==> src/rtl/multi_clkgen.sv <==
// rtl/multi_clkgen.sv - multi-channel programmable clock/tick divider with optional ms counter
// Optional feature macro: MULTI_CLKGEN_MS_EN (builds the millisecond prescaler and counter)
module multi_clkgen #(
   parameter int CLK_FREQ = 100000000,
   parameter int CHANNELS = 4,
   parameter int CNT_W    = 32
) (
   input  logic                      clkin,
   input  logic                      rst,
   input  logic                      clken,
   input  logic [CHANNELS-1:0]       ch_en,
   input  logic [CHANNELS*CNT_W-1:0] ch_div,
   output logic [CHANNELS-1:0]       ch_clk,
   output logic [CHANNELS-1:0]       ch_tick,
   input  logic                      ms_run,
   input  logic                      ms_clr,
   output logic [31:0]               mscnt,
   output logic                      ms_tick
);

   // Terminal value of the 1 ms prescaler (CLK_FREQ/1000 - 1)
   localparam logic [31:0] MS_LIM = 32'(CLK_FREQ / 1000 - 1);

   genvar gi;
   generate
      for (gi = 0; gi < CHANNELS; gi++) begin : g_ch
         logic [CNT_W-1:0] div_i;
         logic [CNT_W-1:0] cnt_r;
         logic             clk_r;
         logic             tick_r;

         assign div_i = ch_div[gi*CNT_W +: CNT_W];

         // Half-period counter; the >= compare lets a shrinking divisor take
         // effect on the next enabled edge instead of wrapping the counter
         always_ff @(posedge clkin) begin
            if (rst) begin
               cnt_r  <= '0;
               clk_r  <= 1'b0;
               tick_r <= 1'b0;
            end else if (!clken) begin
               tick_r <= 1'b0;
            end else if (!ch_en[gi] || div_i == '0) begin
               cnt_r  <= '0;
               clk_r  <= 1'b0;
               tick_r <= 1'b0;
            end else if (cnt_r >= div_i - 1'b1) begin
               cnt_r  <= '0;
               clk_r  <= ~clk_r;
               tick_r <= ~clk_r;
            end else begin
               cnt_r  <= cnt_r + 1'b1;
               tick_r <= 1'b0;
            end
         end

         assign ch_clk[gi]  = clk_r;
         assign ch_tick[gi] = tick_r;
      end
   endgenerate

`ifdef MULTI_CLKGEN_MS_EN
   logic [31:0] ms_pre;

   // Prescale clkin down to 1 ms and count elapsed milliseconds; clear wins over a tick
   always_ff @(posedge clkin) begin
      if (rst || ms_clr) begin
         ms_pre  <= '0;
         mscnt   <= '0;
         ms_tick <= 1'b0;
      end else if (!clken || !ms_run) begin
         ms_tick <= 1'b0;
      end else if (ms_pre >= MS_LIM) begin
         ms_pre  <= '0;
         mscnt   <= mscnt + 32'd1;
         ms_tick <= 1'b1;
      end else begin
         ms_pre  <= ms_pre + 32'd1;
         ms_tick <= 1'b0;
      end
   end
`else
   assign mscnt   = '0;
   assign ms_tick = 1'b0;

   logic unused_ms;
   assign unused_ms = ms_run ^ ms_clr ^ MS_LIM[0];
`endif

endmodule
==> config.mk <==
export PLATFORM = sky130hd
export DESIGN_NAME = multi_clkgen
export DESIGN_NICKNAME = d
export VERILOG_FILES = /design/src/rtl/multi_clkgen.sv
export SDC_FILE = /design/constraint.sdc
export NUM_CORES = 1
export LEC_CHECK = 0
export CORE_UTILIZATION = 34
export CTS_CLUSTER_DIAMETER = 80
export DETAILED_ROUTE_END_ITERATION = 10
export GPL_TIMING_DRIVEN = 0
export SETUP_SLACK_MARGIN = 0.1
export SLEW_MARGIN = 20
export SYNTH_ARGS = -nofsm -noshare
export SYNTH_HDL_FRONTEND = slang
export SYNTH_SLANG_ARGS = --single-unit
==> constraint.sdc <==
create_clock -name clkin -period 7.5 [get_ports clkin]
set_input_delay 2.25 -clock clkin [delete_from_list [all_inputs] [get_ports clkin]]
set_output_delay 2.25 -clock clkin [all_outputs]
set_load 0.02 [all_outputs]
* Word level (Yosys, flattened, before mapping)
Index checks and enable logic that the tools add are counted.
** Cells by class
- Add/sub/neg operators :: 8
- Order comparisons :: 4
- Mux-type cells :: 16
- Bitwise operators :: 9
- Reductions and logical operators :: 24
** Operator list (count)
- $mux W32 :: 8
- $add A32 B1 Y32 const B :: 4
- $ge A32 B32 Y1 :: 4
- $logic_not A32 Y1 :: 4
- $sub A32 B1 Y32 const B :: 4
- $reduce_or A4 Y1 :: 4
- $not A1 Y1 :: 9
- $mux W1 :: 8
- $reduce_and A2 Y1 :: 4
- $reduce_bool A2 Y1 :: 4
- $logic_not A1 Y1 :: 4
- $logic_or A1 B1 Y1 :: 4
** Word-level totals
- Flip-flop bits (word level) :: 136
- Input port bits :: 137
- Output and inout bits :: 41
- Logic and storage cells :: 73

* Longest topological paths before layout
Gate-level depths: netlist (run 1).
- Depth in word-level cells :: 4
- Depth in mapped cells :: 16
- Depth with buffers taken out :: 15

* Worst setup path before layout (run 1)
No wires, ideal clock.
- Path kind :: input-to-reg
- From :: input port ch_div[107]
- To :: register g_ch[3].cnt_r[10]
- Setup time :: 65 ps
- Arrival :: 5924 ps
- Required time :: 7435 ps
- Slack :: 1510 ps
- Stages on the path :: 15
- Path buffers :: 1
- Path through :: or4_1 or4_1 nor4b_1 nand2_1 nor2_1 nand2_1 xor2_1 ha_1 a21oi_1 o21ai_0 a221oi_1 o21ai_0 o41a_1 clkbuf_1 nor2_1
** On the way
- Longest elaborated chain between the ends :: 4
- Elaborated cells on any way between the ends :: 6
- Those cells by class :: 1 x add/sub; 1 x order compare; 2 x mux; 2 x reduce/logical
** Ends and longest elaborated chain
- start: declaration :: RTL line 12 : input logic [CHANNELS*CNT_W-1:0] ch_div,
- $sub A32 B1 Y32 :: RTL line 47 : end else if (cnt_r >= div_i - 1'b1) begin
- $ge A32 B32 Y1 :: RTL line 47
- $mux W32 :: RTL line 47
- $mux W32 (*) :: RTL line 43 : end else if (!ch_en[gi] || div_i == '0) begin
- end signal: assignment :: RTL line 52 : cnt_r <= cnt_r + 1'b1;
- end: declaration :: RTL line 28 : logic [CNT_W-1:0] cnt_r;
Every way passes the cells marked *; elsewhere a longest branch is shown, timed or not.
A chain may end at the register's enable or synchronous reset.

* Worst setup path after layout (run 1)
- From :: input port ch_div[105]
- To :: register g_ch[3].cnt_r[25]
Same word-level chain as after synthesis.

==> flow_summary.yaml, run 1 <==
die:
  core_um2: 31600
  die_w_um: 181
  dieArea_um2: 32900
  io-pin-count: 178
  rows: 65
  dieHeight_um: 181
  start_util_pct: 34.6
synth:
  ys_seq_area_share_pct: 24.9
  async_reset_ff_share_pct: 0
  synth_area_leaders: "dfxtp_1 (25%), ha_1 (16%), xnor2_1 (10%), xor2_1 (8.8%), nor2_1 (7.5%)"
  synth.ff_latch_count: 136
  synth_top_area_cell: "dfxtp_1"
  syn_inst: 1356
  ys_types: 52
  synth_edf_count: 0
  synth_flop_cell: "dfxtp_1"
  synth_area_um2: 11000
  postSynthAreaPerCell_um2: 8.08
  yosysTopAreaCellShare_pct: 24.9
  yosysWarnings: 0
power_and_ir_drop:
  p_leak_nw: 5.23
  p_comb_share_pct: 13.6
  p_sw_mw: 0.479
  peakVddDrop_v: 0.000135
  p_sw_share_pct: 25.2
  internal-power_mw: 1.42
  seqPwrFrac_pct: 38.2
  clkPwrFrac_pct: 48.2
  powerDensity_nw_per_um2: 140
outcome:
  outcome: "complete, no violations"
clock_tree:
  cts_repair_resize_count: 0
  cts_buffers: 17
  hold_buffers: 0
  cts-htree-levels: 4
  path_clk_slew_ns: 0.06
  cts_setup_buffers: 0
  clockBufferDepth: 2
  root_buffer: "clkbuf_16"
  cts.sinks: 136
  clock_latency_ns: 0.42
  cts_tree: "done"
routing:
  viasPerCell: 4.92
  routedWlPerCell_um: 13.5
  ant_nets: 0
  dr.pass1.iters: 4
  drt_iter0_drc: 342
  route.detailed.drc: 0
  vias: 9643
  drt-total-wl_um: 26500
setup_path:
  r2r_end: "g_ch[0].cnt_r[8]"
  cp.arrival_ns: 7.23
  r2r_cells: 9
  cp.required_ns: 7.85
  worst-path-max-fanout: 10
  start_kind: "primary input"
  critPathCaptureType: "register"
  worstSetupPathType: "primary input to register"
  cp-endpoint: "g_ch[3].cnt_r[25]"
  r2r-start: "g_ch[0].cnt_r[14]"
  crit_path_start: "ch_div[105]"
  r2r_slack_ns: 4.49
global_routing:
  grt_overflow: 0
  antenna_found_initial: 0
  track_usage_pct: 16.5
  grt_max_degree: 17
  grt_pass1_wl_um: 44700
  first_global_vias: 9326
placement:
  pre_cts_ws_ns: 0.0653
  portBuffers: 140
  gp_congestion: 0.833
  dp_hpwl_um: 21600
sta:
  hold_ws_ns: 0.494
  skew_ns: 0.0122
  fin_crit_ns: 6.88
  max_freq_ghz: 0.145
  setup_viol: 0
  finalSetupTns_ns: 0
  slew_headroom_pct: 33.7
  min_period_over_period_pct: 91.7
  hold_viol: 0
  tightest_slew_ns: 0.985
  rsz0062_at_grt: "no"
  final-max-slew-violation-count: 0
  setup_slack_ns: 0.621
cells_and_area:
  layout.nets: 1824
  antenna_cells: 0
  area_delta_synth_final_pct: 24.3
  drive_above_1_share_pct: 5.97
  final_cell_mix: "nor2_1 (218), ha_1 (140), clkdlybuf4s50_1 (140)"
  final_common_cell: "nor2_1"
  fillers: 3128
worst_hold_path:
  hold_class: "register to register"
job:
  maxCapViolCount: 0
worst min-delay path by stage:
stage,start,endpoint,depth (start not counted)
floorplan,g_ch[3].clk_r,g_ch[3].tick_r,1
global placement,g_ch[2].clk_r,g_ch[2].tick_r,1
detailed placement,g_ch[2].clk_r,g_ch[2].tick_r,1
CTS,g_ch[0].clk_r,g_ch[0].tick_r,1
global route,g_ch[3].clk_r,g_ch[3].clk_r,1
finish,g_ch[2].clk_r,g_ch[2].tick_r,1
area by class of cell:
class / instances / area (um2) / share of cell area [%]
buffer: 60 / 405 / 2.98
clock buffer: 18 / 439 / 3.23
tap: 402 / 503 / 3.70
inverter: 30 / 113 / 0.827
multi-input combinational: 1162 / 7830 / 57.5
sequential: 136 / 2720 / 20.0
clock inverter: 13 / 195 / 1.43
timing repair buffer: 140 / 1400 / 10.3
through the flow:
step	instances	instance area (um2)	utilization, %	power [mW]
global placement	1930	13000	41.0	0.999
floorplan	1388	11100	-	0.875
CTS	1961	13600	43.0	1.93
detailed placement	1930	13000	41.0	1.00
global route	1961	13600	43.0	1.98
finish	1961	13600	43.0	1.90
registers in the layout (all words and copies together), names as in the netlist:
| signal | flops |
|---|---|
| g_ch.clk_r | 4 |
| g_ch.cnt_r | 128 |
| g_ch.tick_r | 4 |
synth_stat cells, types with 3 or more instances:
cell	count
a2111oi_0	4
a21o_1	7
a21oi_1	46
a221oi_1	7
a31oi_1	4
and2_1	6
and3_1	21
and4_1	24
buf_2	3
buf_4	41
buf_6	3
clkbuf_1	13
dfxtp_1	136
ha_1	140
inv_1	30
nand2_1	118
nand2b_1	10
nand3_1	59
nand3b_1	6
nand4_1	37
nor2_1	218
nor2b_1	10
nor3_1	57
nor4_1	26
o211ai_1	3
o21a_1	3
o21ai_0	26
o31a_1	3
o41a_1	3
or2_2	4
or3_1	14
or4_1	9
or4b_2	3
xnor2_1	127
xor2_1	110
cells by family (layout without fill, tap and decap cells):
group / after synthesis / count (layout) / synth area share [%]
xor+xnor: 237 / 237 / 19.0
mux: 2 / 2 / 0.183
simple gates: 632 / 632 / 28.2
fa+ha+maj: 140 / 140 / 16.0
compound gates: 118 / 118 / 7.02
flops: 136 / 136 / 24.9
other cells: 1 / 33 / 0.0342
buf+inv: 90 / 261 / 4.73
power by group through the flow:
stage	sequential, mW	combinational (mW)	clock [mW]
global route	0.726	0.287	0.967
CTS	0.726	0.262	0.938
detailed placement	0.743	0.260	0
finish	0.726	0.260	0.917
global placement	0.743	0.257	0
floorplan	0.742	0.133	0
critical path, cell delays in order:
cell and delay [ns]:
clkdlybuf4s50_1 0.47, or4_1 0.61, or4_1 0.54, nor4b_1 0.40, nand2_1 0.25, nor3_1 0.23
xnor2_1 0.15, ha_1 0.28, a21oi_1 0.16, a21oi_1 0.08, a2111oi_0 0.55, o21ai_0 0.31
o41a_1 0.50, clkbuf_1 0.27, nor2_1 0.17
routing by layer:
metal  up-vias  GRT usage [%]  part of all wire [%]
met4         0           3.83                   1.1
met5         -              0                     0
met1      4414           21.2                    49
met3        22           2.57                   3.4
li1       5067              -                     -
met2       140           28.6                    47
Power figures use the tool's default switching activity.
==> run 2: changes to the inputs <==
--- a/config.mk
+++ b/config.mk
@@ -5,6 +5,7 @@
 export SDC_FILE = /design/constraint.sdc
 export NUM_CORES = 1
 export LEC_CHECK = 0
+export CORE_MARGIN = 5
 export CORE_UTILIZATION = 34
 export CTS_CLUSTER_DIAMETER = 80
 export DETAILED_ROUTE_END_ITERATION = 10
==> run 2 against run 1 <==
Compared with the run above: power down 2.2%; routed wire length up 2.5%; global-route usage fell by 1.4 points; first-iteration DRC count decreased by 0.29%; sequential power is essentially flat; count of clock-buffer cells in the layout did not move; register-to-register slack lost 0.04 ns; worst setup slack lost 0.20 ns; critical path depth stayed put.
==> flow_summary.yaml, run 2 (synthesis gave the netlist of run 1 again) <==
clock_tree:
  cts_buffers: 17
  cts.sinks: 136
  root_buffer: "clkbuf_16"
  hold_buffers: 0
  cts_setup_buffers: 0
  path_clk_slew_ns: 0.06
  clockBufferDepth: 2
  cts_repair_resize_count: 0
  cts-htree-levels: 4
  cts_tree: "done"
  clock_latency_ns: 0.42
power_and_ir_drop:
  p_leak_nw: 5.21
  clkPwrFrac_pct: 47.0
  powerDensity_nw_per_um2: 137
  p_sw_share_pct: 25.4
  peakVddDrop_v: 0.000130
  internal-power_mw: 1.39
  p_sw_mw: 0.472
  p_comb_share_pct: 14.0
  seqPwrFrac_pct: 39.0
routing:
  dr.pass1.iters: 5
  drt-total-wl_um: 27200
  viasPerCell: 4.89
  vias: 9595
  route.detailed.drc: 0
  routedWlPerCell_um: 13.9
  drt_iter0_drc: 341
  ant_nets: 0
global_routing:
  first_global_vias: 9404
  grt_max_degree: 17
  grt_overflow: 0
  grt_pass1_wl_um: 45900
  antenna_found_initial: 0
  track_usage_pct: 15.1
die:
  start_util_pct: 34.5
  core_um2: 31700
  die_w_um: 189
  dieHeight_um: 189
  rows: 65
  dieArea_um2: 35900
  io-pin-count: 178
worst_hold_path:
  holdPathStages: 1
  min_to: "g_ch[2].tick_r"
  hold_class: "register to register"
  hold_path_startpoint: "g_ch[2].clk_r"
setup_path:
  cp.required_ns: 7.85
  r2r-start: "g_ch[3].cnt_r[17]"
  worst-path-max-fanout: 10
  critPathCaptureType: "register"
  r2r_cells: 9
  worstSetupPathType: "primary input to register"
  r2r_slack_ns: 4.45
  r2r_end: "g_ch[3].cnt_r[25]"
  start_kind: "primary input"
  cp.arrival_ns: 7.43
cells_and_area:
  final_cell_mix: "nor2_1 (218), ha_1 (140), clkdlybuf4s50_1 (140)"
  area_delta_synth_final_pct: 24.0
  largest_reg_flops: 128
  final_common_cell: "nor2_1"
  largest-register: "g_ch.cnt_r"
  drive_above_1_share_pct: 5.97
  final_area_um2: 13600
  reg.largest.list: "g_ch.cnt_r (128), g_ch.clk_r (4), g_ch.tick_r (4)"
  fillers: 3177
  layout.nets: 1824
  instances_no_fill: 1961
  fin_util_pct: 42.8
  antenna_cells: 0
placement:
  portBuffers: 140
  dp_hpwl_um: 22300
  place_area_um2: 13000
  gp_congestion: 0.825
  placedCellCount: 1930
sta:
  max_freq_ghz: 0.141
  final-max-slew-violation-count: 0
  hold_viol: 0
  tightest_slew_ns: 1.00
  rsz0062_at_grt: "no"
  setup_viol: 0
  min_period_over_period_pct: 94.4
  fin_crit_ns: 7.08
  slew_headroom_pct: 32.8
  finalSetupTns_ns: 0
  skew_ns: 0.0123
job:
  maxCapViolCount: 0
outcome:
  outcome: "complete, no violations"
## run 2: changes by cell type in the layout (fill, tap and decap cells not counted)
cell	previous run	this run
clkinv_4	3	1
bufinv_16	4	3
clkinv_2	0	1
clkinvlp_4	3	4
inv_6	3	4
## run 2: power by group through the flow
stage	clock [mW]	sequential (mW)	combinational, mW
after CTS	0.901	0.726	0.262
after global routing	0.932	0.726	0.289
after global placement	0	0.743	0.256
after floorplan	0	0.742	0.133
final	0.875	0.726	0.260
after detailed placement	0	0.743	0.259
## run 2: stage by stage
| stage | hold WS, ns | worst slack (ns) | power, mW |
|---|---|---|---|
| after CTS | 0.493 | 0.492 | 1.89 |
| after floorplan | 0.426 | 1.51 | 0.875 |
| after detailed placement | 0.492 | 0.0869 | 1.00 |
| after global placement | 0.471 | 0.107 | 0.999 |
| after global routing | 0.531 | 0.134 | 1.95 |
| final | 0.487 | 0.419 | 1.86 |
## run 2: worst max-delay path by stage
stage,start,end,cells after the start
global placement,ch_div[105],g_ch[3].cnt_r[26],15
global route,ch_div[105],g_ch[3].cnt_r[6],15
floorplan,ch_div[107],g_ch[3].cnt_r[10],15
CTS,ch_div[105],g_ch[3].cnt_r[25],15
detailed placement,ch_div[105],g_ch[3].cnt_r[25],15
finish,ch_div[105],g_ch[3].cnt_r[25],15
## run 2: layer usage
metal  wire length (um)  global-route usage, %  vias up
met3               1140                   2.54       17
met5                  0                      0        -
li1                   -                      -     5073
met1              13100                   20.0     4341
met2              12700                   25.9      164
met4                279                   3.34        0
## run 2: cell type report
class                      count  area [um2]  area share [%]
clock inverter                13         169            1.24
inverter                      30         113           0.829
sequential                   136        2720            20.0
buffer                        60         405            2.98
clock buffer                  18         439            3.23
tap                          402         503            3.70
multi-input combinational   1162        7830            57.6
timing repair buffer         140        1400            10.3
## run 2: critical path, stage by stage
cell and delay [ns]:
clkdlybuf4s50_1 0.47, or4_1 0.59, or4_1 0.56, nor4b_1 0.42, nand2_1 0.26, nor3_1 0.23, xnor2_1 0.15, ha_1 0.28
a21oi_1 0.15, a21oi_1 0.08, a2111oi_0 0.68, o21ai_0 0.35, o41a_1 0.51, clkbuf_1 0.29, nor2_1 0.16
